## config.mk

```make
export PLATFORM = sky130hd
export DESIGN_NAME = wb_target_router_flat
export DESIGN_NICKNAME = d
export VERILOG_FILES = /design/src/rtl/wb_target_router_if.sv /design/src/rtl/wb_target_router.sv /design/src/flat_wrapper.sv
export SDC_FILE = /design/constraint.sdc
export NUM_CORES = 1
export LEC_CHECK = 0
export BUFFER_PORTS_ARGS = -buffer_cell sky130_fd_sc_hd__buf_2
export CORE_MARGIN = 2
export CORE_UTILIZATION = 43
export CTS_CLUSTER_SIZE = 10
export DETAILED_ROUTE_END_ITERATION = 12
export PLACE_DENSITY = 0.82
export SLEW_MARGIN = 20
export SYNTH_ARGS = -nofsm -noshare
export SYNTH_HDL_FRONTEND = slang
export SYNTH_SLANG_ARGS = --single-unit
```

## constraint.sdc

```tcl
create_clock -name wb_clk_i -period 2.7 [get_ports wb_clk_i]
set_clock_uncertainty 0.15 [all_clocks]
set_input_delay 0.81 -clock wb_clk_i [delete_from_list [all_inputs] [get_ports wb_clk_i]]
set_output_delay 0.81 -clock wb_clk_i [all_outputs]
set_load 0.01 [all_outputs]
```

## src/rtl/wb_target_router_if.sv

```systemverilog
// Bus bundle between the management Wishbone slave port and the three user-area targets.
// Handshake: a master request is valid while cyc&stb are high and is accepted when the router
// samples it in IDLE; a target completes by raising its t_ack_i bit while its t_stb_o bit is high;
// the router answers the master with a single-cycle wbs_ack_o, with wbs_dat_o valid only during it.
interface wb_target_router_if;
  logic        wbs_cyc_i;
  logic        wbs_stb_i;
  logic        wbs_we_i;
  logic [3:0]  wbs_sel_i;
  logic [31:0] wbs_adr_i;
  logic [31:0] wbs_dat_i;
  logic        wbs_ack_o;
  logic [31:0] wbs_dat_o;
  logic [2:0]  t_cyc_o;
  logic [2:0]  t_stb_o;
  logic        t_we_o;
  logic [3:0]  t_sel_o;
  logic [31:0] t_adr_o;
  logic [31:0] t_dat_o;
  logic [2:0]  t_ack_i;
  logic [95:0] t_dat_i;

  modport slave (
    input  wbs_cyc_i, wbs_stb_i, wbs_we_i, wbs_sel_i, wbs_adr_i, wbs_dat_i,
    output wbs_ack_o, wbs_dat_o,
    output t_cyc_o, t_stb_o, t_we_o, t_sel_o, t_adr_o, t_dat_o,
    input  t_ack_i, t_dat_i
  );

  modport master (
    output wbs_cyc_i, wbs_stb_i, wbs_we_i, wbs_sel_i, wbs_adr_i, wbs_dat_i,
    input  wbs_ack_o, wbs_dat_o,
    input  t_cyc_o, t_stb_o, t_we_o, t_sel_o, t_adr_o, t_dat_o,
    output t_ack_i, t_dat_i
  );
endinterface

```

## src/rtl/wb_target_router.sv

```systemverilog
// Registered Wishbone router: decodes one master cycle to one of three targets, returns its
// data/ack on a single registered path, and terminates unmapped or hung cycles with an error word.
module wb_target_router #(
  parameter logic [15:0] UART_PREFIX = 16'h3000,
  parameter logic [15:0] DMA_PREFIX  = 16'h3001,
  parameter logic [15:0] MEM_PREFIX  = 16'h3800,
  parameter int unsigned TIMEOUT     = 255,
  parameter logic [31:0] ERR_WORD    = 32'hDEAD_BEEF
) (
  input  logic                  wb_clk_i,
  input  logic                  wb_rst_i,
  wb_target_router_if.slave     bus,
  output logic [7:0]            err_count,
  output logic [31:0]           err_adr,
  output logic [1:0]            dbg_state_o
);

  typedef enum logic [1:0] {
    ST_IDLE = 2'd0,
    ST_WAIT = 2'd1,
    ST_RESP = 2'd2
  } state_t;

  localparam logic [7:0] TMO_LAST = 8'(TIMEOUT - 1);

  state_t      state_q, state_d;
  logic [1:0]  sel_q, sel_d;
  logic [7:0]  tmo_q, tmo_d;
  logic [2:0]  tgt_q, tgt_d;
  logic        we_q, we_d;
  logic [3:0]  be_q, be_d;
  logic [31:0] adr_q, adr_d;
  logic [31:0] wdat_q, wdat_d;
  logic        ack_q, ack_d;
  logic [31:0] rdat_q, rdat_d;
  logic [7:0]  err_cnt_q, err_cnt_d;
  logic [31:0] err_adr_q, err_adr_d;

  logic        dec_hit;
  logic [1:0]  dec_idx;
  logic        tgt_ack;
  logic [31:0] tgt_rdat;

  always_comb begin
    dec_hit = 1'b1;
    dec_idx = 2'd0;
    if (bus.wbs_adr_i[31:16] == UART_PREFIX)      dec_idx = 2'd0;
    else if (bus.wbs_adr_i[31:16] == DMA_PREFIX)  dec_idx = 2'd1;
    else if (bus.wbs_adr_i[31:16] == MEM_PREFIX)  dec_idx = 2'd2;
    else                                          dec_hit = 1'b0;
  end

  // Only the selected target's ack and data are ever looked at.
  always_comb begin
    tgt_ack  = 1'b0;
    tgt_rdat = bus.t_dat_i[31:0];
    case (sel_q)
      2'd0: begin tgt_ack = bus.t_ack_i[0]; tgt_rdat = bus.t_dat_i[31:0];  end
      2'd1: begin tgt_ack = bus.t_ack_i[1]; tgt_rdat = bus.t_dat_i[63:32]; end
      2'd2: begin tgt_ack = bus.t_ack_i[2]; tgt_rdat = bus.t_dat_i[95:64]; end
      default: begin tgt_ack = 1'b0; tgt_rdat = bus.t_dat_i[31:0]; end
    endcase
  end

  always_comb begin
    state_d   = state_q;
    sel_d     = sel_q;
    tmo_d     = tmo_q;
    tgt_d     = tgt_q;
    we_d      = we_q;
    be_d      = be_q;
    adr_d     = adr_q;
    wdat_d    = wdat_q;
    ack_d     = 1'b0;
    rdat_d    = rdat_q;
    err_cnt_d = err_cnt_q;
    err_adr_d = err_adr_q;
    case (state_q)
      ST_IDLE: begin
        if (bus.wbs_cyc_i && bus.wbs_stb_i) begin
          we_d   = bus.wbs_we_i;
          be_d   = bus.wbs_sel_i;
          adr_d  = bus.wbs_adr_i;
          wdat_d = bus.wbs_dat_i;
          if (dec_hit) begin
            sel_d   = dec_idx;
            tgt_d   = 3'b001 << dec_idx;
            tmo_d   = 8'd0;
            state_d = ST_WAIT;
          end else begin
            ack_d     = 1'b1;
            rdat_d    = ERR_WORD;
            err_cnt_d = (err_cnt_q == 8'hFF) ? err_cnt_q : err_cnt_q + 8'd1;
            err_adr_d = bus.wbs_adr_i;
            state_d   = ST_RESP;
          end
        end
      end
      ST_WAIT: begin
        // Master abort beats ack, and ack beats timeout on the same edge.
        if (!bus.wbs_cyc_i) begin
          tgt_d   = 3'b000;
          state_d = ST_IDLE;
        end else if (tgt_ack) begin
          tgt_d   = 3'b000;
          ack_d   = 1'b1;
          rdat_d  = tgt_rdat;
          state_d = ST_RESP;
        end else if (tmo_q == TMO_LAST) begin
          tgt_d     = 3'b000;
          ack_d     = 1'b1;
          rdat_d    = ERR_WORD;
          err_cnt_d = (err_cnt_q == 8'hFF) ? err_cnt_q : err_cnt_q + 8'd1;
          err_adr_d = adr_q;
          state_d   = ST_RESP;
        end else begin
          tmo_d = tmo_q + 8'd1;
        end
      end
      ST_RESP: begin
        state_d = ST_IDLE;
      end
      default: begin
        tgt_d   = 3'b000;
        state_d = ST_IDLE;
      end
    endcase
  end

  always_ff @(posedge wb_clk_i or negedge wb_rst_i) begin
    if (!wb_rst_i) begin
      state_q   <= ST_IDLE;
      sel_q     <= 2'd0;
      tmo_q     <= 8'd0;
      tgt_q     <= 3'b000;
      we_q      <= 1'b0;
      be_q      <= 4'h0;
      adr_q     <= 32'h0;
      wdat_q    <= 32'h0;
      ack_q     <= 1'b0;
      rdat_q    <= 32'h0;
      err_cnt_q <= 8'h0;
      err_adr_q <= 32'h0;
    end else begin
      state_q   <= state_d;
      sel_q     <= sel_d;
      tmo_q     <= tmo_d;
      tgt_q     <= tgt_d;
      we_q      <= we_d;
      be_q      <= be_d;
      adr_q     <= adr_d;
      wdat_q    <= wdat_d;
      ack_q     <= ack_d;
      rdat_q    <= rdat_d;
      err_cnt_q <= err_cnt_d;
      err_adr_q <= err_adr_d;
    end
  end

  assign bus.t_cyc_o   = tgt_q;
  assign bus.t_stb_o   = tgt_q;
  assign bus.t_we_o    = we_q;
  assign bus.t_sel_o   = be_q;
  assign bus.t_adr_o   = adr_q;
  assign bus.t_dat_o   = wdat_q;
  assign bus.wbs_ack_o = ack_q;
  assign bus.wbs_dat_o = rdat_q;
  assign err_count     = err_cnt_q;
  assign err_adr       = err_adr_q;
  assign dbg_state_o   = state_q;

endmodule

```

## src/flat_wrapper.sv

```systemverilog
// flat-port wrapper written by rule: the top's interface ports become plain ports
module wb_target_router_flat 
#(
  parameter logic [15:0] UART_PREFIX = 16'h3000,
  parameter logic [15:0] DMA_PREFIX  = 16'h3001,
  parameter logic [15:0] MEM_PREFIX  = 16'h3800,
  parameter int unsigned TIMEOUT     = 255,
  parameter logic [31:0] ERR_WORD    = 32'hDEAD_BEEF
)
  (wb_clk_i, wb_rst_i, err_count, err_adr, dbg_state_o, bus_wbs_cyc_i, bus_wbs_stb_i, bus_wbs_we_i, bus_wbs_sel_i, bus_wbs_adr_i, bus_wbs_dat_i, bus_wbs_ack_o, bus_wbs_dat_o, bus_t_cyc_o, bus_t_stb_o, bus_t_we_o, bus_t_sel_o, bus_t_adr_o, bus_t_dat_o, bus_t_ack_i, bus_t_dat_i);
  wb_target_router_if bus_i ();
  input  logic wb_clk_i;
  input  logic wb_rst_i;
  output logic [7:0] err_count;
  output logic [31:0] err_adr;
  output logic [1:0] dbg_state_o;
  input wire logic [$bits(bus_i.wbs_cyc_i)-1:0] bus_wbs_cyc_i;
  input wire logic [$bits(bus_i.wbs_stb_i)-1:0] bus_wbs_stb_i;
  input wire logic [$bits(bus_i.wbs_we_i)-1:0] bus_wbs_we_i;
  input wire logic [$bits(bus_i.wbs_sel_i)-1:0] bus_wbs_sel_i;
  input wire logic [$bits(bus_i.wbs_adr_i)-1:0] bus_wbs_adr_i;
  input wire logic [$bits(bus_i.wbs_dat_i)-1:0] bus_wbs_dat_i;
  output wire logic [$bits(bus_i.wbs_ack_o)-1:0] bus_wbs_ack_o;
  output wire logic [$bits(bus_i.wbs_dat_o)-1:0] bus_wbs_dat_o;
  output wire logic [$bits(bus_i.t_cyc_o)-1:0] bus_t_cyc_o;
  output wire logic [$bits(bus_i.t_stb_o)-1:0] bus_t_stb_o;
  output wire logic [$bits(bus_i.t_we_o)-1:0] bus_t_we_o;
  output wire logic [$bits(bus_i.t_sel_o)-1:0] bus_t_sel_o;
  output wire logic [$bits(bus_i.t_adr_o)-1:0] bus_t_adr_o;
  output wire logic [$bits(bus_i.t_dat_o)-1:0] bus_t_dat_o;
  input wire logic [$bits(bus_i.t_ack_i)-1:0] bus_t_ack_i;
  input wire logic [$bits(bus_i.t_dat_i)-1:0] bus_t_dat_i;
  assign bus_i.wbs_cyc_i = bus_wbs_cyc_i;
  assign bus_i.wbs_stb_i = bus_wbs_stb_i;
  assign bus_i.wbs_we_i = bus_wbs_we_i;
  assign bus_i.wbs_sel_i = bus_wbs_sel_i;
  assign bus_i.wbs_adr_i = bus_wbs_adr_i;
  assign bus_i.wbs_dat_i = bus_wbs_dat_i;
  assign bus_wbs_ack_o = bus_i.wbs_ack_o;
  assign bus_wbs_dat_o = bus_i.wbs_dat_o;
  assign bus_t_cyc_o = bus_i.t_cyc_o;
  assign bus_t_stb_o = bus_i.t_stb_o;
  assign bus_t_we_o = bus_i.t_we_o;
  assign bus_t_sel_o = bus_i.t_sel_o;
  assign bus_t_adr_o = bus_i.t_adr_o;
  assign bus_t_dat_o = bus_i.t_dat_o;
  assign bus_i.t_ack_i = bus_t_ack_i;
  assign bus_i.t_dat_i = bus_t_dat_i;
  wb_target_router #(.UART_PREFIX(UART_PREFIX), .DMA_PREFIX(DMA_PREFIX), .MEM_PREFIX(MEM_PREFIX), .TIMEOUT(TIMEOUT), .ERR_WORD(ERR_WORD)) u_core (.wb_clk_i(wb_clk_i), .wb_rst_i(wb_rst_i), .bus(bus_i), .err_count(err_count), .err_adr(err_adr), .dbg_state_o(dbg_state_o));
endmodule
```

==> results by stage, run 1 <==
Synth:
- The top flip-flop cell by instance count after synthesis is sky130_fd_sc_hd__dfrtp_1.
- The number of synthesized flops with an enable pin is 0.
- The sequential area share after synthesis is between 50% and 60%.
- The fraction of synthesis flops using an asynchronous set or reset pin is 100%.
- Averaged over all synthesized cells, the footprint is between 10 and 15 um^2.
- The number of different library cells used by synthesis comes to 46.
- In this run the cell area of the synthesized design comes to about 7300 um^2.
- The cell count after synthesis is 637.
- The post-synthesis sequential element count is between 150 and 200.
- The Yosys step of the flow raised 0 warnings.
- Synthesis produced a netlist with a net count of a little over 800.

CTS:
- After clock tree synthesis, the clock-pin slew on the worst setup and hold paths is roughly 70 ps.
- The cell sitting at the root of the clock tree is a sky130_fd_sc_hd__clkbuf_16.
- The tree built by TritonCTS fans out to approximately 160 sinks.
- Counting along the longest clock path gives a buffer depth of 2.
- TritonCTS built the clock tree.
- The H-tree was split into 4 levels.
- The post-CTS repair timing setup buffer count is 0.
- Gates resized during post-CTS repair numbered 0.
- The number of hold buffers added after CTS was 0.
- The later-pin clock latency in the skew report is around 420 ps.
- The total clock buffers created by CTS is 17.

Global route:
- The first-pass GRT wire length is 31,700 um.
- The total congestion overflow is 0.
- The initial antenna violation count came to 1.
- The number of global-route vias before repair is 6,342.
- Across every metal layer, demand over resource in global routing totals 22.6%.
- The largest net degree at the start of global routing is 53.

Floorplan:
- The die footprint is ~18,000 um^2.
- The region available for standard cell placement spans about 17,000 um^2.
- For this design the top-level I/O count stands at ~320.
- The initial standard-cell utilization of the core is around 44%.
- Measured along the x axis, the die boundary spans between 100 and 150 um.
- Row generation in the floorplan step produced 47 rows.
- The die is ~130 um tall.

STA:
- The highest clock rate is 392 MHz.
- The actual slew at the worst max-slew pin is a little over 500 ps.
- The number of endpoints with negative hold slack in the final report is 0.
- The final period demand of the worst path is 2550 ps.
- The setup slack of the critical path after layout is 148 ps.
- The count of final setup violators is 0.
- Setup repair after global routing left no endpoint under its margin.
- The final max-slew violation count was 0.
- Of the available clock period, the critical path in the final layout requires around 95%.
- The worst pin sits at a relative slew slack of about two thirds.

Worst setup path:
- In this run the worst path has a maximum fanout of 4.
- Data arrives at the worst endpoint at 2710 ps.
- Together, buffers and inverters on the worst path number 1.
- The critical path required time is 2860 ps.
- The capturing element type of the critical path is a register.
- The critical path goes through inv_1, ha_1, a222oi_1, o22ai_1, or2_2, o21ai_1, mux2_2.
- The largest single stage delay on the critical path is approximately 420 ps.
- The startpoint class of the critical path is a register.
- The dominant delay contributor by cell family on the critical path is compound AO/OA/AOI/OAI gates.
- The standard cell with the maximum stage delay on the critical path is sky130_fd_sc_hd__dfrtp_1.
- The worst setup path category is register to register.

Routing:
- The per-cell routed wire length is roughly 17 um.
- The DRC violation count after routing is 0.
- After detailed routing, the number of vias per cell comes to between 5 and 6.
- The detailed router placed approximately 6,300 vias in this run.
- Summed over all layers, the routed wires come to a little over 20,000 um.
- The detail route stage leaves a number of antenna-violating nets equal to 0.
- After the first detailed-routing iteration, the DRC count stood at roughly 280.
- The detailed-router iteration count before antenna repair is 4.

Placement:
- After detailed placement, the total cell area comes to 9380 um^2.
- Routability-driven placement finished with a final weighted congestion of ~0.83.
- The pre-CTS worst setup slack is -243 ps.
- The post-detailed-placement half-perimeter wirelength is 15,300 um.
- The number of cells in the design after placement is approximately 1,200.
- The number of buffers added on ports is 321.

Cells and area:
- Leaving out filler cells and counting taps, the final layout contains 1,199.
- The fraction of the core area covered by cells at the end of the flow is approximately three fifths.
- The top cell types in the final layout, fill and taps aside, are sky130_fd_sc_hd__buf_2, sky130_fd_sc_hd__dfrtp_1, sky130_fd_sc_hd__o21ai_0.
- Cells with a size suffix above 1 make up 49.0% of the layout.
- The area added between synthesis and finish is 36.2%.
- The design area is 9970 um^2.
- The number of antenna diodes in the final layout is 0.
- After the last flow step, the layout net total stands at 1,146.
- The commonest non-fill, non-tap cell in the layout is sky130_fd_sc_hd__buf_2.

Power:
- For this design the static power due to leakage is 4.68 nW.
- The peak supply drop is 0.390 mV.
- The total power divided by cell area is between 600 and 700 nW/um^2.

Min path:
- The tightest min-delay check is of the input port to async pin type.

Run:
- The tool flagged a number of max-cap violations equal to 0.

Outcome:
- The run finished with clean final reports.
layer usage:
layer  routed length (um)  part of all wire [%]  track usage (%)  up-vias
li1                     -                     -                -     2950
met2                10500                    51             40.8      236
met5                    0                     0                0        -
met3                 1520                   7.4             6.08       30
met4                  446                   2.2             8.60        0
met1                 7960                    39             25.4     3034
state kept, by name, indices dropped and copies added, names as in the netlist:
signal	flops
u_core.bus.t_sel_o	4
u_core.bus.t_dat_o	32
u_core.bus.t_adr_o	32
u_core.bus.wbs_ack_o	1
u_core.dbg_state_o	2
u_core.err_adr	32
u_core.bus.t_we_o	1
u_core.bus.t_cyc_o	3
u_core.sel_q	2
u_core.bus.wbs_dat_o	32
u_core.err_count	8
u_core.tmo_q	8
where the power goes:
| part | internal, mW | switching (mW) | leakage (nW) |
|---|---|---|---|
| sequential | 2.65 | 0.206 | 1.85 |
| clock | 1.34 | 1.02 | 0.284 |
| combinational | 0.562 | 0.579 | 2.54 |
layout make-up:
class                   instances  area, um^2
clock buffers                  19         453
clock inverters                12         130
fillers                      1415        6620
inverters                       8        30.0
multi-input cells             421        3170
flip-flops and latches        157        3930
well taps                     220         275
repair buffers                362        1980
path summary, 6_finish.rpt:
check	start	end	slack, ps	depth (start not counted)
worst min register to register	u_core.tmo_q[7]	u_core.tmo_q[7]	330	1
min in group wb_clk_i	u_core.tmo_q[7]	u_core.tmo_q[7]	330	1
worst max-delay path	u_core.sel_q[0]	u_core.bus.t_cyc_o[0]	150	7
max in group asynchronous	wb_rst_i	u_core.bus.t_adr_o[5]	1550	2
worst max register to register	u_core.sel_q[0]	u_core.bus.t_cyc_o[0]	150	7
worst min-delay path	wb_rst_i	u_core.err_adr[16]	190	1
stage by stage:
stage	hold slack, ps	TNS, ps	power, mW
finish	185	0	6.35
CTS	186	0	6.42
detailed placement	320	-14880	4.05
global placement	318	-11430	3.99
floorplan	297	-807	3.39
global route	203	0	6.63
cell usage after synthesis (4+ instances only):
master | instances | area [um^2]
sky130_fd_sc_hd__o21ai_0 | 94 | 470
sky130_fd_sc_hd__nand2_1 | 57 | 214
sky130_fd_sc_hd__a211oi_1 | 8 | 60.1
sky130_fd_sc_hd__mux2_2 | 74 | 833
sky130_fd_sc_hd__clkbuf_1 | 41 | 154
sky130_fd_sc_hd__ha_1 | 7 | 87.6
sky130_fd_sc_hd__mux2i_1 | 33 | 330
sky130_fd_sc_hd__o31ai_1 | 4 | 30.0
sky130_fd_sc_hd__xor2_1 | 7 | 61.3
sky130_fd_sc_hd__mux2_1 | 30 | 338
sky130_fd_sc_hd__nor2_1 | 19 | 71.3
sky130_fd_sc_hd__nand3_1 | 7 | 35.0
sky130_fd_sc_hd__a22oi_1 | 32 | 240
sky130_fd_sc_hd__dfrtp_1 | 157 | 3930
sky130_fd_sc_hd__inv_1 | 8 | 30.0
sky130_fd_sc_hd__nor3_1 | 5 | 25.0
cells by family (layout without fill, tap and decap cells):
kind of cell | Yosys count | count (layout) | synth area share (%)
flops | 157 | 157 | 53.7
fa+ha+maj | 7 | 7 | 1.20
compound gates | 156 | 156 | 12.9
simple gates | 114 | 114 | 7.27
buf+inv | 59 | 401 | 3.52
mux | 137 | 137 | 20.5
xor+xnor | 7 | 7 | 0.838
No activity file was read; power rests on OpenSTA's default activity.
==> run 2: changes to the inputs <==
--- a/config.mk
+++ b/config.mk
@@ -8,6 +8,7 @@
 export BUFFER_PORTS_ARGS = -buffer_cell sky130_fd_sc_hd__buf_2
 export CORE_MARGIN = 2
 export CORE_UTILIZATION = 43
+export CTS_CLUSTER_DIAMETER = 30
 export CTS_CLUSTER_SIZE = 10
 export DETAILED_ROUTE_END_ITERATION = 12
 export PLACE_DENSITY = 0.82
==> constraint.sdc (replaced) <==
create_clock -name wb_clk_i -period 2.06 [get_ports wb_clk_i]
set_clock_uncertainty 0.15 [all_clocks]
set_input_delay 0.618 -clock wb_clk_i [delete_from_list [all_inputs] [get_ports wb_clk_i]]
set_output_delay 0.618 -clock wb_clk_i [all_outputs]
set_load 0.01 [all_outputs]
==> results by stage, run 2 (synthesis results as in run 1) <==
STA:
- Setup repair after global routing could not meet its margin everywhere.
- Setup violations remaining at the end of the flow were counted as 86.
- The headroom to the max-slew limit is between 70% and 80%.
- The final max-slew violation count is 0.
- After layout, the minimum clock period comes to 2390 ps.
- For the final routed database, the setup TNS stands at -20,870 ps.
- The number of endpoints with negative hold slack in the final report was 0.
- Derived from the worst setup path, the maximum achievable clock frequency is 418 MHz.
- The actual slew at the worst max-slew pin is about 350 ps.
- On the final layout, the worst hold slack is about 280 ps.
- The setup slack of the critical path after layout is -335 ps.
- Of the available clock period, the critical path in the final layout requires 116%.

Global route:
- The first-pass GRT wire length is 34,600 um.
- The total overflow left after global routing is 0.
- In the global route stage, overall resource usage came out at 24.3%.
- Entering global routing, the biggest net connects 65 pins.
- The initial antenna violation count came to 0.
- The number of global-route vias before repair came to between 6,000 and 7,000.

Cells and area:
- The multi-input combinational cells in the finished layout cover a total of approximately 3600 um^2.
- The commonest non-fill, non-tap cell in the layout is sky130_fd_sc_hd__buf_2.
- The number of diodes added for antenna fixing is 0.
- Across the whole layout, storage elements account for slightly below 4000 um^2.
- Counting the fill cells in the layout gives approximately 1,300.
- Once layout is done, the placed cells without fillers occupy 10,800 um^2.
- In the final design database the tool counted roughly 1,200 nets.
- In the final layout, the share of cells above drive strength 1 is between 50% and 60%.
- In the layout the commonest cells are sky130_fd_sc_hd__buf_2, sky130_fd_sc_hd__dfrtp_1, sky130_fd_sc_hd__mux2_2.
- The area growth from synthesis to layout is 47.2%.

CTS:
- The clock root buffer master is sky130_fd_sc_hd__clkbuf_16.
- In this run the number of H-tree levels came out at 4.
- The total clock buffers created by CTS is 17.
- After clock tree synthesis, the clock-pin slew on the worst setup and hold paths is ~70 ps.
- Clock tree synthesis found a total of 157 sinks.
- The later-pin clock latency in the skew report is 420 ps.
- The clock passes through at most 2 buffers.
- TritonCTS built the clock tree.

Routing:
- In this run the top signal layer used is met4.
- The met1 wire length is roughly 8500 um.
- The detailed router finished its first iteration with around 300 violations.
- The met2 wire length is approximately 11,000 um.
- The routed wire length is 21,800 um.
- The number of vias per cell is between 5 and 6.
- After detailed routing, the number of remaining DRC violations is 0.
- The count of nets left with antenna violations once routing finished came out at 0.
- The detailed router placed 6,467 vias in this run.
- The met3 routed wirelength is 1360 um.
- The detailed-router iteration count before antenna repair is 4.
- In the final routed layout, each cell accounts on average for between 15 and 20 um.

Placement:
- Detailed placement finished with a half-perimeter wire length of ~16,000 um.
- The number of buffers added on ports is roughly 320.
- The placed standard-cell area is about 9600 um^2.
- At the end of routability-driven placement, the weighted congestion stood at between 0.8 and 0.9.

Power:
- The total power divided by cell area is around 800 nW/um^2.
- The leakage power figure is between 4 and 5 nW.
- The peak supply drop is roughly 0.63 mV.
- The total chip power is between 8 and 9 mW.

Worst setup path:
- Walking the worst path, the cells encountered are inv_2, ha_4, a222oi_1, buf_4, o22ai_4, a31oi_4, buf_12, mux2_1.
- The capturing element type of the critical path is a register.
- The largest single stage delay on the critical path is 390 ps.
- STA puts the critical path data arrival time at approximately 2500 ps.
- The critical path is of the register to register type.
- The startpoint class of the critical path is a register.
- The highest fanout seen on the critical path is 34.
- The critical path required time is around 2200 ps.
- On the critical path, the stage with the largest delay is an instance of sky130_fd_sc_hd__dfrtp_1.

Run:
- The tool flagged a number of max-cap violations equal to 0.

Outcome:
- The checks that failed: setup timing.
- The flow ran to the end, but the final reports show violations.

Floorplan:
- about 320 I/O pins were placed.
- The cell row count is between 40 and 50.
- For this configuration, the core starts out at a cell density of approximately 44%.
- The floorplan step defined a core boundary enclosing 16,600 um^2.
- Measured along the y axis, the die boundary spans around 130 um.
- The die covers approximately 18,000 um^2.
- The width of the die is between 100 and 150 um.

Min path:
- The worst hold path belongs to the class input port to register.
==> run 2: changes by cell type in the layout (fill, tap and decap cells not counted), sizes merged <==
cell / before / now
clkinv: 5 / 2
dlygate4sd3: 0 / 1
clkbuf: 19 / 21
bufinv: 1 / 2
inv: 13 / 12
clkinvlp: 1 / 3
buf: 362 / 387
o2bb2a: 1 / 2
==> run 2: metal layers <==
metal / global-route usage, % / vias up
met4: 9.53 / 0
met1: 28.5 / 3164
met5: 0 / -
met2: 42.7 / 248
met3: 6.20 / 42
li1: - / 3013
==> run 2: what timing repair did <==
item,4_1_cts,5_1_grt
pin swaps,15,17
buffers inserted,10,3
gates cloned,4,0
endpoints found under the setup margin,86,87
hold buffers,1,0
gates resized for setup,97,24
endpoints found under the hold margin,24,0
==> run 2: worst max-delay path: cells and delay by family, from the launching register on <==
kind                       cells  cell delay (ps)
AOI/OAI and AO/OA              3              680
adders and majority gates      1              150
buffers and inverters          3              520
DFF                            1              390
muxes                          1              350
==> run 2: path summary, 6_finish.rpt <==
check	slack, ps	from	cells past startpoint	endpoint
min in group asynchronous	480	wb_rst_i	2	u_core.bus.t_dat_o[13]
max in group asynchronous	640	wb_rst_i	3	u_core.bus.t_adr_o[4]
max reg2reg	-330	u_core.sel_q[1]	8	u_core.bus.wbs_dat_o[4]
min	280	bus_wbs_sel_i[1]	2	u_core.bus.t_sel_o[1]
min reg2reg	340	u_core.bus.wbs_dat_o[8]	1	u_core.bus.wbs_dat_o[8]
max	-330	u_core.sel_q[1]	8	u_core.bus.wbs_dat_o[4]
==> run 2: final cells by class <==
cell class                 count  area share [%]
tap                          220            2.56
clock buffer                  21            4.27
inverter                       8           0.279
multi-input combinational    422            33.3
sequential                   157            36.5
clock inverter                11            1.22
timing repair buffer         388            21.9
==> run 2: report_power, final <==
part,switching (mW),internal (mW),leakage (nW),total [mW]
combinational,0.849,0.844,2.84,1.69
clock,1.29,1.87,0.281,3.16
sequential,0.289,3.47,1.85,3.76
==> run 2: through the flow <==
step / instances / setup WS (ps) / utilization [%]
after detailed placement: 1178 / -716 / 57.7
after floorplan: 637 / -478 / -
after global routing: 1227 / -457 / 65.0
final: 1227 / -335 / 65.0
after global placement: 1178 / -681 / 57.7
after CTS: 1225 / -353 / 64.4
